[src/rtl/imem_pkg.sv]
// Shared definitions for the instruction-memory loader/arbiter slice.
package imem_pkg;

    typedef enum logic [0:0] {
        LOAD = 1'b0,
        RUN  = 1'b1
    } imem_state_e;

    localparam int IMEM_ADDR_W   = 10;
    localparam int IMEM_RESET_PC = 0;

endpackage : imem_pkg

[src/rtl/imem_starve_ctr.sv]
// Saturating wait counter: counts cycles a request waits, clears on demand,
// and flags when the wait has reached the limit.
module imem_starve_ctr #(
    parameter int LIM = 4
) (
    input  logic clk_i,
    input  logic rst_i,
    input  logic clr_i,
    input  logic inc_i,
    output logic at_lim_o
);

    localparam int W = (LIM < 1) ? 1 : $clog2(LIM + 1);
    localparam logic [W-1:0] LIM_V = W'(LIM);

    logic [W-1:0] cnt_q;
    logic [W-1:0] cnt_d;

    always_comb begin
        cnt_d = cnt_q;
        if (clr_i) begin
            cnt_d = '0;
        end else if (inc_i && (cnt_q != LIM_V)) begin
            cnt_d = cnt_q + W'(1);
        end
    end

    always_ff @(posedge clk_i) begin
        if (rst_i) begin
            cnt_q <= '0;
        end else begin
            cnt_q <= cnt_d;
        end
    end

    assign at_lim_o = (cnt_q == LIM_V);

endmodule : imem_starve_ctr

[src/rtl/imem_loader_arb.sv]
// Boot-loads instruction memory from the loader stream, then arbitrates the
// shared byte port between fetch and loader patches. Optional boot-image
// checksum enabled by defining IMEM_LOADER_CHECKSUM_EN.
module imem_loader_arb
    import imem_pkg::*;
#(
    parameter int                   ADDR_W     = IMEM_ADDR_W,
    parameter int                   LOAD_BYTES = 1024,
    parameter logic [ADDR_W-1:0]    BASE_ADDR  = ADDR_W'(IMEM_RESET_PC),
    parameter int                   STARVE_LIM = 4
) (
    input  logic              clk_i,
    input  logic              rst_i,
    input  logic              ld_valid_i,
    input  logic [7:0]        ld_data_i,
    input  logic              ld_last_i,
    output logic              ld_ready_o,
    input  logic              fetch_req_i,
    input  logic [ADDR_W-1:0] fetch_addr_i,
    output logic              fetch_gnt_o,
    output logic              stall_f_o,
    output logic [ADDR_W-1:0] mem_addr_o,
    output logic              mem_we_o,
    output logic [7:0]        mem_wdata_o,
    output logic              boot_done_o,
    output logic [ADDR_W-1:0] ld_ptr_o
`ifdef IMEM_LOADER_CHECKSUM_EN
    ,
    input  logic [7:0]        ld_csum_i,
    output logic              csum_ok_o,
    output logic              csum_err_o
`endif
);

    localparam int CNT_W = $clog2(LOAD_BYTES + 1);
    localparam logic [CNT_W-1:0] LAST_CNT = CNT_W'(LOAD_BYTES - 1);

    imem_state_e       state_q, state_d;
    logic [ADDR_W-1:0] ld_ptr_q, ld_ptr_d;
    logic [CNT_W-1:0]  byte_cnt_q, byte_cnt_d;
    logic              ld_grant;
    logic              boot_end;
    logic              starve_at_lim;

    imem_starve_ctr #(
        .LIM (STARVE_LIM)
    ) u_starve (
        .clk_i    (clk_i),
        .rst_i    (rst_i),
        .clr_i    (~ld_valid_i | ld_grant | (state_q != RUN)),
        .inc_i    (ld_valid_i & ~ld_grant),
        .at_lim_o (starve_at_lim)
    );

    // Reset forces the safe output set: nothing granted, fetch stalled.
    always_comb begin
        state_d     = state_q;
        ld_ptr_d    = ld_ptr_q;
        byte_cnt_d  = byte_cnt_q;
        ld_grant    = 1'b0;
        boot_end    = 1'b0;
        ld_ready_o  = 1'b0;
        fetch_gnt_o = 1'b0;
        stall_f_o   = 1'b1;
        mem_we_o    = 1'b0;
        mem_addr_o  = fetch_addr_i;
        if (!rst_i) begin
            unique case (state_q)
                LOAD: begin
                    ld_ready_o = 1'b1;
                    if (ld_valid_i) begin
                        ld_grant   = 1'b1;
                        mem_we_o   = 1'b1;
                        mem_addr_o = ld_ptr_q;
                        byte_cnt_d = byte_cnt_q + CNT_W'(1);
                        if (ld_last_i || (byte_cnt_q == LAST_CNT)) begin
                            boot_end = 1'b1;
                            state_d  = RUN;
                        end
                    end
                end
                RUN: begin
                    ld_grant = ld_valid_i & (~fetch_req_i | starve_at_lim);
                    if (ld_grant) begin
                        ld_ready_o = 1'b1;
                        mem_we_o   = 1'b1;
                        mem_addr_o = ld_ptr_q;
                        stall_f_o  = fetch_req_i;
                    end else begin
                        fetch_gnt_o = fetch_req_i;
                        stall_f_o   = 1'b0;
                    end
                end
                default: ;
            endcase
            if (ld_grant) begin
                ld_ptr_d = ld_ptr_q + ADDR_W'(1);
            end
        end
    end

    always_ff @(posedge clk_i) begin
        if (rst_i) begin
            state_q    <= LOAD;
            ld_ptr_q   <= BASE_ADDR;
            byte_cnt_q <= '0;
        end else begin
            state_q    <= state_d;
            ld_ptr_q   <= ld_ptr_d;
            byte_cnt_q <= byte_cnt_d;
        end
    end

    assign mem_wdata_o = ld_data_i;
    assign boot_done_o = (state_q == RUN);
    assign ld_ptr_o    = ld_ptr_q;

`ifdef IMEM_LOADER_CHECKSUM_EN
    logic [7:0] csum_q, csum_d;
    logic       csum_ok_q, csum_ok_d;
    logic       csum_err_q, csum_err_d;

    // Only boot bytes feed the XOR; the verdict latches with the final byte.
    always_comb begin
        csum_d     = csum_q;
        csum_ok_d  = csum_ok_q;
        csum_err_d = csum_err_q;
        if ((state_q == LOAD) && ld_grant) begin
            csum_d = csum_q ^ ld_data_i;
            if (boot_end) begin
                csum_ok_d  = ((csum_q ^ ld_data_i) == ld_csum_i);
                csum_err_d = ((csum_q ^ ld_data_i) != ld_csum_i);
            end
        end
    end

    always_ff @(posedge clk_i) begin
        if (rst_i) begin
            csum_q     <= '0;
            csum_ok_q  <= 1'b0;
            csum_err_q <= 1'b0;
        end else begin
            csum_q     <= csum_d;
            csum_ok_q  <= csum_ok_d;
            csum_err_q <= csum_err_d;
        end
    end

    assign csum_ok_o  = csum_ok_q;
    assign csum_err_o = csum_err_q;
`endif

endmodule : imem_loader_arb

[config.mk]
export PLATFORM = sky130hd
export DESIGN_NAME = imem_loader_arb
export DESIGN_NICKNAME = d
export VERILOG_FILES = /design/src/rtl/imem_pkg.sv /design/src/rtl/imem_starve_ctr.sv /design/src/rtl/imem_loader_arb.sv
export SDC_FILE = /design/constraint.sdc
export NUM_CORES = 1
export LEC_CHECK = 0
export ABC_AREA = 1
export CAP_MARGIN = 20
export CORE_ASPECT_RATIO = 0.6
export CORE_UTILIZATION = 41
export CTS_BUF_LIST = sky130_fd_sc_hd__clkbuf_2
export DETAILED_ROUTE_END_ITERATION = 6
export HOLD_SLACK_MARGIN = 0.06
export PLACE_DENSITY = 0.9
export RECOVER_POWER = 25
export SETUP_SLACK_MARGIN = 0.05
export SLEW_MARGIN = 5
export SYNTH_ARGS = -nofsm -noshare
export SYNTH_HDL_FRONTEND = slang
export SYNTH_SLANG_ARGS = --single-unit
[constraint.sdc]
create_clock -name clk_i -period 1.4 [get_ports clk_i]
set_input_delay 0.14 -clock clk_i [delete_from_list [all_inputs] [get_ports clk_i]]
set_output_delay 0.14 -clock clk_i [all_outputs]
set_load 0.02 [all_outputs]
==> results of run 1 <==
==> worst max path at each step <==
stage	to	cells past startpoint
global placement	mem_addr_o[0]	10
CTS	mem_addr_o[0]	12
global route	mem_addr_o[8]	11
finish	mem_addr_o[3]	11
floorplan	mem_addr_o[2]	9
detailed placement	mem_addr_o[0]	10
==> flip-flops by register name, indices dropped and copies added, names as in the netlist <==
| signal | flops |
|---|---|
| boot_done_o | 1 |
| byte_cnt_q | 11 |
| ld_ptr_o | 10 |
| u_starve.cnt_q | 3 |
==> layout by cell type, fill, tap and decap left out, types with 3 or more instances in the layout <==
master,count
a21oi_1,9
a21oi_2,7
buf_4,26
buf_6,17
clkbuf_2,14
clkdlybuf4s50_1,14
dfxtp_1,18
dfxtp_2,7
inv_1,31
inv_2,6
nand2_1,48
nand2_2,8
nand2_4,12
nand2_8,7
nand3_1,7
nand4_1,4
nor2_1,21
nor3_1,5
o21ai_0,3
o21ai_1,3
o21ai_2,3
o21ai_4,9
xor2_1,3
==> cell type report <==
class / instances / area, um2
Tap cell: 45 / 56.3
Timing Repair Buffer: 71 / 636
Clock buffer: 4 / 20.0
Multi-Input combinational cell: 163 / 1180
Sequential cell: 25 / 509
Inverter: 40 / 166
Fill cell: 201 / 833
==> cell families after synthesis <==
family,after synthesis,share of synthesized area (%)
compound gates,34,11.3
xor+xnor,3,1.71
buf+inv,52,15.8
simple gates,119,35.3
fa+ha+maj,4,3.27
flops,25,32.7
==> per-stage QoR <==
step	instances	setup slack, ns	total power [mW]
2_1_floorplan	237	0.0419	1.01
6_report	348	-0.589	1.65
3_3_place_gp	329	-0.602	1.13
4_1_cts	342	-0.486	1.49
3_5_place_dp	329	-0.657	1.14
5_1_grt	348	-0.630	1.69
==> repair_timing <==
item / in CTS / in global routing
pin swaps: 5 / 10
resized for setup: 113 / 80
cloned: 3 / 0
buffers inserted: 6 / 6
hold endpoints to repair: 0 / 0
setup endpoints to repair: 40 / 45
==> power groups by stage <==
| stage | registers [mW] | logic (mW) | clock network [mW] |
|---|---|---|---|
| 6_report | 0.752 | 0.568 | 0.328 |
| 5_1_grt | 0.753 | 0.590 | 0.351 |
| 4_1_cts | 0.744 | 0.435 | 0.310 |
| 3_5_place_dp | 0.757 | 0.387 | 0 |
| 3_3_place_gp | 0.756 | 0.378 | 0 |
| 2_1_floorplan | 0.771 | 0.241 | 0 |
==> layer usage <==
metal	vias up	wire length (um)
met3	37	587
met2	147	2980
met4	0	284
met1	901	2440
met5	-	0
li1	870	-
==> results.py, run 1 <==
metrics = {
    "worst_setup_path": {
        "rr_startpoint": "u_starve.cnt_q[1]$_SDFFE_PP0P_",
        "reg2reg_to": "ld_ptr_o[7]$_SDFFE_PP0P_",
        "cp_slowest_cell": "dfxtp_2",
        "path_buf_inv": 3,
        "cp.required_ns": 1.26,
        "crit_start": "u_starve.cnt_q[1]$_SDFFE_PP0P_",
        "crit_family": "simple AND/OR/NAND/NOR gates",
        "cp-start-kind": "flip-flop",
        "r2r_setup_slack_ns": -0.37,
        "r2r_cells": 13,
        "criticalPathCategory": "flip-flop to output port",
        "worst_ep_arrival_time_ns": 1.85,
        "critPathMaxFanout": 5,
        "cp-end-kind": "output port",
        "path_cells": "inv_2 -> ha_4 -> nand2_4 -> nand2_4 -> nand2_4 -> nand2_8 -> buf_6 -> nand2_8 -> nand2_4 -> o21ai_4 -> buf_6",
        "max_stage_delay_ns": 0.42,
        "cpMostUsedCell": "nand2_4",
    },
    "sta": {
        "fin_crit_ns": 1.99,
        "fin_tns_setup_ns": -11.44,
        "finalSetupViolCount": 30,
        "period_share_pct": 142,
        "timing.fmax_mhz": 503,
        "rsz0062_at_grt": "true",
        "finalHoldViolCount": 0,
        "slew_headroom_pct": 74.6,
        "skew_ns": 0.0455,
        "tightest_slew_ns": 0.380,
        "drv_slew": 0,
        "whs_ns": 0.280,
        "worst_slack_ns": -0.589,
    },
    "power_and_ir_drop": {
        "p_int_mw": 1.06,
        "p_leak_nw": 1.16,
        "switching_share_pct": 35.9,
        "combPwrFrac_pct": 34.5,
        "irDropWorstVdd_uv": 532,
        "power_density_mw_per_mm2": 641,
        "seqPwrFrac_pct": 45.6,
        "p_switching_uw": 591,
        "clock_power_share_pct": 19.9,
    },
    "logic_synthesis": {
        "synth_edf_count": 0,
        "syn_avg_cell_area_um2": 6.47,
        "yosysUniqueCellTypes": 26,
        "synth_area_mm2": 0.00153,
        "netlist_instances": 237,
        "synthesis.nets": 264,
        "ys_ff_latch": 25,
        "yosysWarnings": 0,
        "synth_flop_cell": "dfxtp_1",
        "synth_most_common_cell": "nand2_1",
        "async_flop_share_pct": 0,
        "synth_commonest_cells": "nand2_1, inv_1, dfxtp_1",
        "synth_top_area_share_pct": 32.7,
        "synthTopCellsByArea": "dfxtp_1, nand2_1, inv_1",
        "yosysSeqAreaShare_pct": 32.7,
        "synth_area_leader_cell": "dfxtp_1",
    },
    "floorplan": {
        "start_util_pct": 45.0,
        "io_pins": 56,
        "dieArea_mm2": 0.00399,
        "die_width_um": 80.9,
        "core_mm2": 0.00340,
        "num_rows": 16,
        "die_y_um": 49.4,
    },
    "detailed_routing": {
        "routed-via-count": 1955,
        "detail_route.vias_per_cell": 5.62,
        "wl_mm": 6.29,
        "ant_nets": 0,
        "drt_iter0_drc": 166,
        "dr.pass1.iters": 6,
        "remaining_drc_errors": 0,
        "wl_per_cell_um": 18.1,
    },
    "final_layout": {
        "final_area_mm2": 0.00257,
        "fin_util_pct": 75.5,
        "drive_gt1_share_pct": 43.6,
        "antenna_cells": 0,
        "final_nets": 331,
        "area_delta_synth_final_pct": 67.7,
    },
    "global_routing": {
        "grt_util_met2_pct": 44.0,
        "top_usage_layer": "met2",
        "grt_usage_pct": 25.4,
        "grt_use_met1_pct": 28.3,
        "antenna_found_initial": 0,
        "gr-total-overflow": 0,
        "grt_max_degree": 15,
        "grt_pass1_vias": 1751,
        "grtUsageMet3_pct": 5.98,
        "grt_pass1_wl_mm": 7.64,
    },
    "hold_path": {
        "min_delay_worst_endpoint": "mem_wdata_o[5]",
        "hold_depth": 0,
        "min_path_type": "primary input to output port",
        "min_from": "ld_data_i[5]",
    },
    "cts": {
        "clk_pin_slew_ns": 0.29,
        "cts_made_buffers": 3,
        "clock_latency_ns": 0.41,
        "cts_sinks": 25,
        "cts_buffer_depth": 2,
        "root_buffer": "clkbuf_2",
        "cts_max_level": 1,
        "cts_tree": "done",
        "cts_hold_buf": 0,
    },
    "outcome": {
        "outcome": "finished, violations left",
        "violations": "setup timing",
    },
    "place": {
        "place_area_mm2": 0.00217,
        "io_buffers": 39,
        "place_hpwl_mm": 3.16,
        "gp_congestion": 0.845,
    },
    "flow_run": {
        "maxCapViolCount": 0,
    },
}
(Power assumes the default switching activity.)
==> inputs of run 2 (changes only) <==
--- a/config.mk
+++ b/config.mk
@@ -14,6 +14,7 @@
 export HOLD_SLACK_MARGIN = 0.06
 export PLACE_DENSITY = 0.9
 export RECOVER_POWER = 25
+export REMOVE_ABC_BUFFERS = 1
 export SETUP_SLACK_MARGIN = 0.05
 export SLEW_MARGIN = 5
 export SYNTH_ARGS = -nofsm -noshare
==> constraint.sdc (replaced) <==
create_clock -name clk_i -period 1.4 [get_ports clk_i]
set_input_delay 0.42 -clock clk_i [delete_from_list [all_inputs] [get_ports clk_i]]
set_output_delay 0.42 -clock clk_i [all_outputs]
set_load 0.02 [all_outputs]
==> results.py, run 2 (synthesis results as in run 1) <==
metrics = {
    "outcome": {
        "outcome": "finished, violations left",
        "violations": "setup timing",
    },
    "place": {
        "place_area_mm2": 0.00214,
        "gp_congestion": 0.818,
        "io_buffers": 39,
        "pre_cts_slack_ns": -1.35,
        "place_hpwl_mm": 3.07,
    },
    "final_layout": {
        "antenna_cells": 0,
        "final_nets": 351,
        "largest_reg_flops": 11,
        "nFillCells": 230,
        "layout_common_cells": "nand2_1, buf_4, inv_1, buf_6, nor2_1",
        "regMostFlops": "byte_cnt_q",
        "area_delta_synth_final_pct": 70.7,
        "drive_gt1_share_pct": 47.1,
        "final_area_mm2": 0.00262,
        "final_common_cell": "nand2_1",
    },
    "hold_path": {
        "min_from": "byte_cnt_q[10]$_SDFFE_PP0P_",
        "min_delay_worst_endpoint": "byte_cnt_q[10]$_SDFFE_PP0P_",
        "min_path_type": "flip-flop to flip-flop",
        "hold_depth": 2,
    },
    "power_and_ir_drop": {
        "p_switching_uw": 533,
        "clock_power_share_pct": 20.0,
        "irDropWorstVdd_uv": 458,
        "seqPwrFrac_pct": 47.6,
        "switching_share_pct": 34.0,
        "p_int_mw": 1.04,
        "p_total_mw": 1.57,
        "combPwrFrac_pct": 32.4,
        "p_leak_nw": 1.22,
        "power_density_mw_per_mm2": 599,
    },
    "cts": {
        "clk_pin_slew_ns": 0.27,
        "cts_max_level": 1,
        "cts_sinks": 25,
        "cts_buffer_depth": 2,
        "cts_tree": "done",
        "clock_latency_ns": 0.38,
        "cts_hold_buf": 0,
        "cts_made_buffers": 3,
        "root_buffer": "clkbuf_2",
    },
    "worst_setup_path": {
        "rr_startpoint": "u_starve.cnt_q[0]$_SDFFE_PP0P_",
        "path_buf_inv": 4,
        "cp.required_ns": 0.98,
        "critPathMaxFanout": 5,
        "reg2reg_to": "u_starve.cnt_q[2]$_SDFFE_PP0P_",
        "max_stage_delay_ns": 0.38,
        "worst_ep_arrival_time_ns": 1.72,
        "cp_slowest_cell": "dfxtp_2",
        "criticalPathCategory": "flip-flop to output port",
        "cp-start-kind": "flip-flop",
        "r2r_cells": 11,
        "cp-end-kind": "output port",
        "r2r_setup_slack_ns": -0.30,
        "crit_family": "simple AND/OR/NAND/NOR gates",
        "path_cells": "inv_2 -> ha_4 -> nand2_4 -> nand2_4 -> nand2_4 -> nand2_8 -> nand2_8 -> inv_6 -> nand2_4 -> o21ai_2 -> inv_1 -> buf_6",
        "cpMostUsedCell": "nand2_4",
    },
    "global_routing": {
        "grt_util_met2_pct": 42.0,
        "grt_max_degree": 16,
        "grt_pass1_vias": 1720,
        "grt_usage_pct": 25.3,
        "top_usage_layer": "met2",
        "grt_pass1_wl_mm": 7.71,
        "grtUsageMet3_pct": 10.8,
        "gr-total-overflow": 0,
        "grt_use_met1_pct": 30.3,
        "antenna_found_initial": 0,
    },
    "detailed_routing": {
        "wl_mm": 5.61,
        "dr.pass1.iters": 5,
        "wl_per_cell_um": 15.2,
        "remaining_drc_errors": 0,
        "ant_nets": 0,
        "drt_iter0_drc": 186,
        "detail_route.vias_per_cell": 5.26,
        "routed-via-count": 1936,
    },
    "floorplan": {
        "core_mm2": 0.00340,
        "die_width_um": 80.9,
        "io_pins": 56,
        "num_rows": 16,
        "start_util_pct": 45.0,
        "dieArea_mm2": 0.00399,
        "die_y_um": 49.4,
    },
    "flow_run": {
        "maxCapViolCount": 0,
    },
    "sta": {
        "period_share_pct": 153,
        "tightest_slew_ns": 0.302,
        "finalHoldViolCount": 0,
        "timing.fmax_mhz": 468,
        "rsz0062_at_grt": "true",
        "fin_tns_setup_ns": -13.49,
        "slew_headroom_pct": 79.8,
        "worst_slack_ns": -0.738,
        "fin_crit_ns": 2.14,
        "skew_ns": 0.0115,
        "finalSetupViolCount": 37,
        "drv_slew": 0,
    },
}
## run 2: worst max path at each step
stage                                    from             to  slack, ns  cells past startpoint
5_1_grt        u_starve.cnt_q[0]$_SDFFE_PP0P_  mem_addr_o[0]      -0.82                     12
4_1_cts        u_starve.cnt_q[0]$_SDFFE_PP0P_  mem_addr_o[0]      -0.71                     11
6_report       u_starve.cnt_q[0]$_SDFFE_PP0P_  mem_addr_o[0]      -0.74                     12
3_3_place_gp                      fetch_req_i  mem_addr_o[0]      -1.26                     10
2_1_floorplan  u_starve.cnt_q[0]$_SDFFE_PP0P_  mem_addr_o[0]      -0.57                     11
3_5_place_dp                      fetch_req_i  mem_addr_o[0]      -1.35                     10
## run 2: what timing repair did
action                                  CTS  global route
gates resized for setup                 211            52
buffers inserted                         11            13
endpoints found under the setup margin   44            46
gates cloned                              2             0
pin swaps                                 7            12
## run 2: final cells by class
type	count	area (um2)	share of cell area [%]
Multi-Input combinational cell	162	1000	38.3
Timing Repair Buffer	92	846	32.3
Sequential cell	25	524	20.0
Inverter	40	165	6.31
Tap cell	45	56.3	2.15
Clock buffer	3	15.0	0.574
Clock inverter	1	7.51	0.287
## run 2: layer usage
metal	vias up	share of wire [%]
met5	-	0
met3	17	9.7
met4	0	2.3
met1	885	39
met2	124	49
li1	910	-
## run 2: worst min-delay path, delay by kind of cell (launching register included)
| family | cells | cell delay (ns) |
|---|---|---|
| compound gates | 1 | 0.06 |
| simple gates | 1 | 0.07 |
| flops | 1 | 0.37 |
## run 2: through the flow
stage / cells / util (%) / hold slack, ns
6_report: 368 / 76.9 / 0.509
4_1_cts: 360 / 71.3 / 0.498
2_1_floorplan: 225 / - / 0.433
3_5_place_dp: 343 / 63.0 / 0.472
3_3_place_gp: 343 / 63.0 / 0.453
5_1_grt: 368 / 76.9 / 0.536
## run 2: power by group through the flow
stage / logic (mW) / clock network [mW] / registers [mW]
after floorplan: 0.140 / 0 / 0.770
after detailed placement: 0.360 / 0 / 0.754
after global routing: 0.539 / 0.338 / 0.749
after CTS: 0.444 / 0.306 / 0.744
final: 0.507 / 0.314 / 0.746
after global placement: 0.353 / 0 / 0.752
==> inputs of run 3 (changes only) <==
--- a/config.mk
+++ b/config.mk
@@ -16,6 +16,7 @@
 export RECOVER_POWER = 25
 export REMOVE_ABC_BUFFERS = 1
 export SETUP_SLACK_MARGIN = 0.05
+export SKIP_LAST_GASP = 1
 export SLEW_MARGIN = 5
 export SYNTH_ARGS = -nofsm -noshare
 export SYNTH_HDL_FRONTEND = slang
==> results.py, run 3 (synthesis results as in run 1) <==
metrics = {
    "detailed_routing": {
        "wl_per_cell_um": 15.0,
        "drt_iter0_drc": 192,
        "wl_mm": 5.60,
        "routed-via-count": 1990,
        "detail_route.vias_per_cell": 5.34,
        "remaining_drc_errors": 0,
        "dr.pass1.iters": 5,
        "ant_nets": 0,
    },
    "final_layout": {
        "layout_common_cells": "nand2_1, buf_4, buf_6, inv_1, nor2_1",
        "final_area_mm2": 0.00266,
        "regMostFlops": "byte_cnt_q",
        "area_delta_synth_final_pct": 73.4,
        "fin_util_pct": 78.1,
        "nFillCells": 224,
        "antenna_cells": 0,
        "final_common_cell": "nand2_1",
        "stdcell_count": 373,
        "final_nets": 356,
        "largest_reg_flops": 11,
        "drive_gt1_share_pct": 47.3,
    },
    "worst_setup_path": {
        "cp-start-kind": "flip-flop",
        "path_cells": "inv_2 -> ha_4 -> nand2_4 -> nand2_4 -> nand2_4 -> nand2_8 -> buf_4 -> buf_6 -> buf_6 -> buf_6 -> buf_6 -> buf_6 -> buf_6 -> buf_6 -> inv_8 -> nor3_1 -> nor3_1",
        "rr_startpoint": "u_starve.cnt_q[0]$_SDFFE_PP0P_",
        "cp.required_ns": 1.69,
        "path_buf_inv": 10,
        "critPathMaxFanout": 7,
        "worst_ep_arrival_time_ns": 2.49,
        "max_stage_delay_ns": 0.40,
        "cp_slowest_cell": "dfxtp_2",
        "criticalPathCategory": "flip-flop to flip-flop",
        "cp-end-kind": "flip-flop",
        "reg2reg_to": "ld_ptr_o[2]$_SDFFE_PP0P_",
        "r2r_setup_slack_ns": -0.80,
        "cpMostUsedCell": "buf_6",
        "r2r_cells": 17,
        "crit_family": "buffers and inverters",
    },
    "floorplan": {
        "die_width_um": 80.9,
        "io_pins": 56,
        "dieArea_mm2": 0.00399,
        "start_util_pct": 45.0,
        "num_rows": 16,
        "core_mm2": 0.00340,
        "die_y_um": 49.4,
    },
    "hold_path": {
        "min_path_type": "flip-flop to flip-flop",
        "min_delay_worst_endpoint": "byte_cnt_q[10]$_SDFFE_PP0P_",
        "min_from": "byte_cnt_q[10]$_SDFFE_PP0P_",
        "hold_depth": 2,
    },
    "cts": {
        "cts_tree": "done",
        "cts_sinks": 25,
        "cts_buffer_depth": 2,
        "cts_max_level": 1,
        "clock_latency_ns": 0.37,
        "cts_made_buffers": 3,
        "clk_pin_slew_ns": 0.28,
        "root_buffer": "clkbuf_2",
    },
    "sta": {
        "drv_slew": 0,
        "skew_ns": 0.0179,
        "whs_ns": 0.501,
        "period_share_pct": 157,
        "finalHoldViolCount": 0,
        "fin_crit_ns": 2.20,
        "slew_headroom_pct": 81.0,
        "finalSetupViolCount": 36,
        "rsz0062_at_grt": "true",
        "tightest_slew_ns": 0.284,
        "fin_tns_setup_ns": -17.44,
        "timing.fmax_mhz": 454,
        "worst_slack_ns": -0.801,
    },
    "global_routing": {
        "grt_pass1_vias": 1711,
        "grt_max_degree": 16,
        "grt_pass1_wl_mm": 7.77,
        "antenna_found_initial": 0,
        "gr-total-overflow": 0,
        "grt_usage_pct": 25.5,
    },
    "power_and_ir_drop": {
        "p_leak_nw": 1.25,
        "irDropWorstVdd_uv": 394,
        "power_density_mw_per_mm2": 599,
    },
    "flow_run": {
        "maxCapViolCount": 0,
    },
    "outcome": {
        "outcome": "finished, violations left",
        "violations": "setup timing",
    },
    "place": {
        "place_hpwl_mm": 3.07,
        "place_area_mm2": 0.00214,
        "gp_congestion": 0.818,
        "io_buffers": 39,
        "dp_cells": 343,
    },
}
## run 3: changes by cell type in the layout (fill, tap and decap cells not counted), sizes merged
cell	delta
buf	+5
## run 3: power breakdown
| part | internal (mW) | switching [mW] | leakage (nW) |
|---|---|---|---|
| Sequential | 0.732 | 0.0150 | 0.210 |
| Combinational | 0.255 | 0.277 | 1.03 |
| Clock | 0.0662 | 0.248 | 0.0126 |
| Total | 1.05 | 0.540 | 1.25 |
## run 3: repair_timing
action                     CTS  global route
pin swaps                    7            13
setup endpoints to repair   44            46
resized for setup          202            65
setup buffers               11            20
hold buffers                 0             0
cloned                       2             0
## run 3: through the flow
step | power, mW | worst slack, ns
2_1_floorplan | 0.910 | -0.568
3_3_place_gp | 1.11 | -1.26
3_5_place_dp | 1.11 | -1.35
4_1_cts | 1.48 | -0.725
5_1_grt | 1.65 | -0.853
6_report | 1.59 | -0.801
## run 3: final cells by class
class / count / area, um2 / area share [%]
Clock buffer: 3 / 15.0 / 0.565
Clock inverter: 1 / 7.51 / 0.282
Inverter: 40 / 168 / 6.31
Multi-Input combinational cell: 162 / 988 / 37.2
Sequential cell: 25 / 524 / 19.7
Tap cell: 45 / 56.3 / 2.12
Timing Repair Buffer: 97 / 898 / 33.8
## run 3: how the worst max path moves through the flow
stage / start / end / cells past startpoint
final: u_starve.cnt_q[0]$_SDFFE_PP0P_ / ld_ptr_o[2]$_SDFFE_PP0P_ / 17
after global routing: u_starve.cnt_q[1]$_SDFFE_PP0P_ / mem_addr_o[8] / 9
after CTS: u_starve.cnt_q[0]$_SDFFE_PP0P_ / mem_addr_o[0] / 11
after detailed placement: fetch_req_i / mem_addr_o[0] / 10
after global placement: fetch_req_i / mem_addr_o[0] / 10
after floorplan: u_starve.cnt_q[0]$_SDFFE_PP0P_ / mem_addr_o[0] / 11
## run 3: tightest hold or removal path, delay by kind of cell (launching register included)
kind	cells	cell delay [ns]
flops	1	0.38
simple gates	1	0.07
compound gates	1	0.06
## run 3: metal layers
layer / wire, um / vias up / part of all wire [%] / GRT usage, %
met2: 2580 / 142 / 46 / 42.0
met3: 579 / 22 / 10 / 8.60
met5: 0 / - / 0 / 0
li1: - / 916 / - / -
met1: 2280 / 910 / 41 / 32.1
met4: 156 / 0 / 2.8 / 5.65
==> patch, RTL diff (config.mk and constraints of run 2) <==
The option `IMEM_LOADER_CHECKSUM_EN` is turned on by a define.
--- a/src/rtl/imem_loader_arb.sv
+++ b/src/rtl/imem_loader_arb.sv
@@ -3,2 +3,4 @@
 // checksum enabled by defining IMEM_LOADER_CHECKSUM_EN.
+`define IMEM_LOADER_CHECKSUM_EN
+
 module imem_loader_arb
Ports: changed (added csum_err_o, csum_ok_o and ld_csum_i); port bits go from 56 to 66. The function was not compared with the original's and may differ.
==> patch against run 2 <==
The flow finishes with violations (DRC, setup timing); routed wire length rose by 33%; global-route usage fell by 0.11 points; total power rose by 52%; design area rose by 43%; count of clock-buffer cells in the layout rose by 2; sequential cell count rose by 10; first-iteration DRC count fell by 29%; worst hold slack got worse by 0.038 ns; synthesized area rose by 45%; critical path type unchanged; worst setup slack got worse by 0.12 ns; largest power group unchanged.
==> patch: results (changes against run 2) <==
| Metric | Value |
|---|---|
| Status | `finished with violations (unchanged)` |
| Failing checks | `DRC, setup timing (was setup timing)` |
| P_leak | `1.79 nW (was 1.22 nW)` |
| CTS Buf Count | `5 (was 3)` |
| Fraction of area in multi-input gates | `0.361 (was 0.383)` |
| Share of layout cells above drive strength 1 | `0.399 (was 0.471)` |
| Complex-gate fraction of the synthesized area | `0.147 (was 0.113)` |
| Nets | `506 (was 351)` |
| Multiplexer area fraction after synthesis | `0 (unchanged)` |
| Worst skew pair latency | `0.38 ns (about the same)` |
| PostCTS Resize Cnt | `269 (was 211)` |
| Fin Clk Skew | `0.00904 ns (was 0.0115 ns)` |
| Setup TNS | `-15.05 ns (was -13.49 ns)` |
| R2R cell count | `14 (was 11)` |
| Vias in the first global route | `2604 (was 1720)` |
| Iteration count of the initial detailed-routing pass | `6 (was 5)` |
| Register area | `724 sq um (was 524 sq um)` |
| Cell family with most CP delay | `simple AND/OR/NAND/NOR gates (unchanged)` |
| Final setup violation count | `33 (was 37)` |
| Headroom to the max-slew limit | `0.815 (was 0.798)` |
| Initial drt markers | `132 (was 186)` |
| Seq cells | `35 (was 25)` |
| Setup bufs post-CTS | `16 (was 11)` |
| Port Buffer Count | `65 (was 39)` |
| Via density | `4.95 (was 5.26)` |
| Clock-cell share | `0.00901 (was 0.00861)` |
| Non-clock buffering overhead | `0.352 (was 0.323)` |
| Final Routed Wirelength | `7.45 mm (was 5.61 mm)` |
| Clk pin slew, worst setup/hold paths | `0.18 ns (was 0.27 ns)` |
| Comb_multi_in | `226 (was 162)` |
| First-pass GRT wire length | `11.6 mm (was 7.71 mm)` |
| DPL Wire Length | `4.80 mm (was 3.07 mm)` |
| H-tree depth | `2 (was 1)` |
| DRC viols | `1 (was 0)` |
| Cell area after placement | `0.00332 sq mm (was 0.00214 sq mm)` |
| Post-Synthesis Cells | `333 (was 237)` |
| Pin count of the biggest net entering global routing | `14 (was 16)` |
| Post-Place Setup Slack | `-1.22 ns (was -1.35 ns)` |
| Buffers excl. clock | `144 (was 92)` |
| Inverters | `59 (was 40)` |
| Seq/total area | `0.193 (was 0.200)` |
| # fillers | `367 (was 230)` |
| Yosys cell types | `35 (was 26)` |
| Sequential element share of the synthesized area | `0.316 (was 0.327)` |
| Commonest cells post-synth | `nand2_1 (96), inv_1 (53), dfxtp_1 (35) (was nand2_1 (64), inv_1 (39), dfxtp_1 (25))` |
| Hold depth | `1 (was 2)` |
| Via Count | `2656 (was 1936)` |
| Post-synthesis adder-cell area fraction | `0.0226 (was 0.0327)` |
| Worst setup slack after layout | `-0.858 ns (was -0.738 ns)` |
| Cts hold-fix bufs | `0 (unchanged)` |
| Top cells by area, synth | `dfxtp_1 (32%), nand2_1 (16%), inv_1 (9.0%), a21oi_1 (5.2%), o21ai_0 (4.1%) (was dfxtp_1 (33%), nand2_1 (16%), inv_1 (9.6%), nor2_1 (5.6%), o21ai_0 (5.6%))` |
| Post-synthesis xor/xnor area fraction | `0.0276 (was 0.0171)` |
| GPL Wtd Cong | `0.826 (was 0.818)` |
-- patch: worst paths after layout --
path                            slack, ns               from             to
worst max-delay path                -0.86  u_starve.cnt_q[0]  mem_addr_o[1]
worst max register to register      -0.36  u_starve.cnt_q[0]    ld_ptr_o[5]
worst min-delay path                 0.47      byte_cnt_q[6]  byte_cnt_q[6]
worst min register to register       0.47      byte_cnt_q[6]  byte_cnt_q[6]
-- patch: routing by layer --
| metal | vias up | global-route usage | share of wire |
|---|---|---|---|
| met4 | 0 | 0.0576 | 0.020 |
| met3 | 21 | 0.0531 | 0.058 |
| met5 | - | 0 | 0 |
| met2 | 97 | 0.461 | 0.51 |
| met1 | 1223 | 0.313 | 0.41 |
| li1 | 1315 | - | - |
-- patch: report_power, final --
group	switching [mW]	internal (mW)
sequential	0.0364	1.04
combinational	0.439	0.414
clock	0.339	0.106
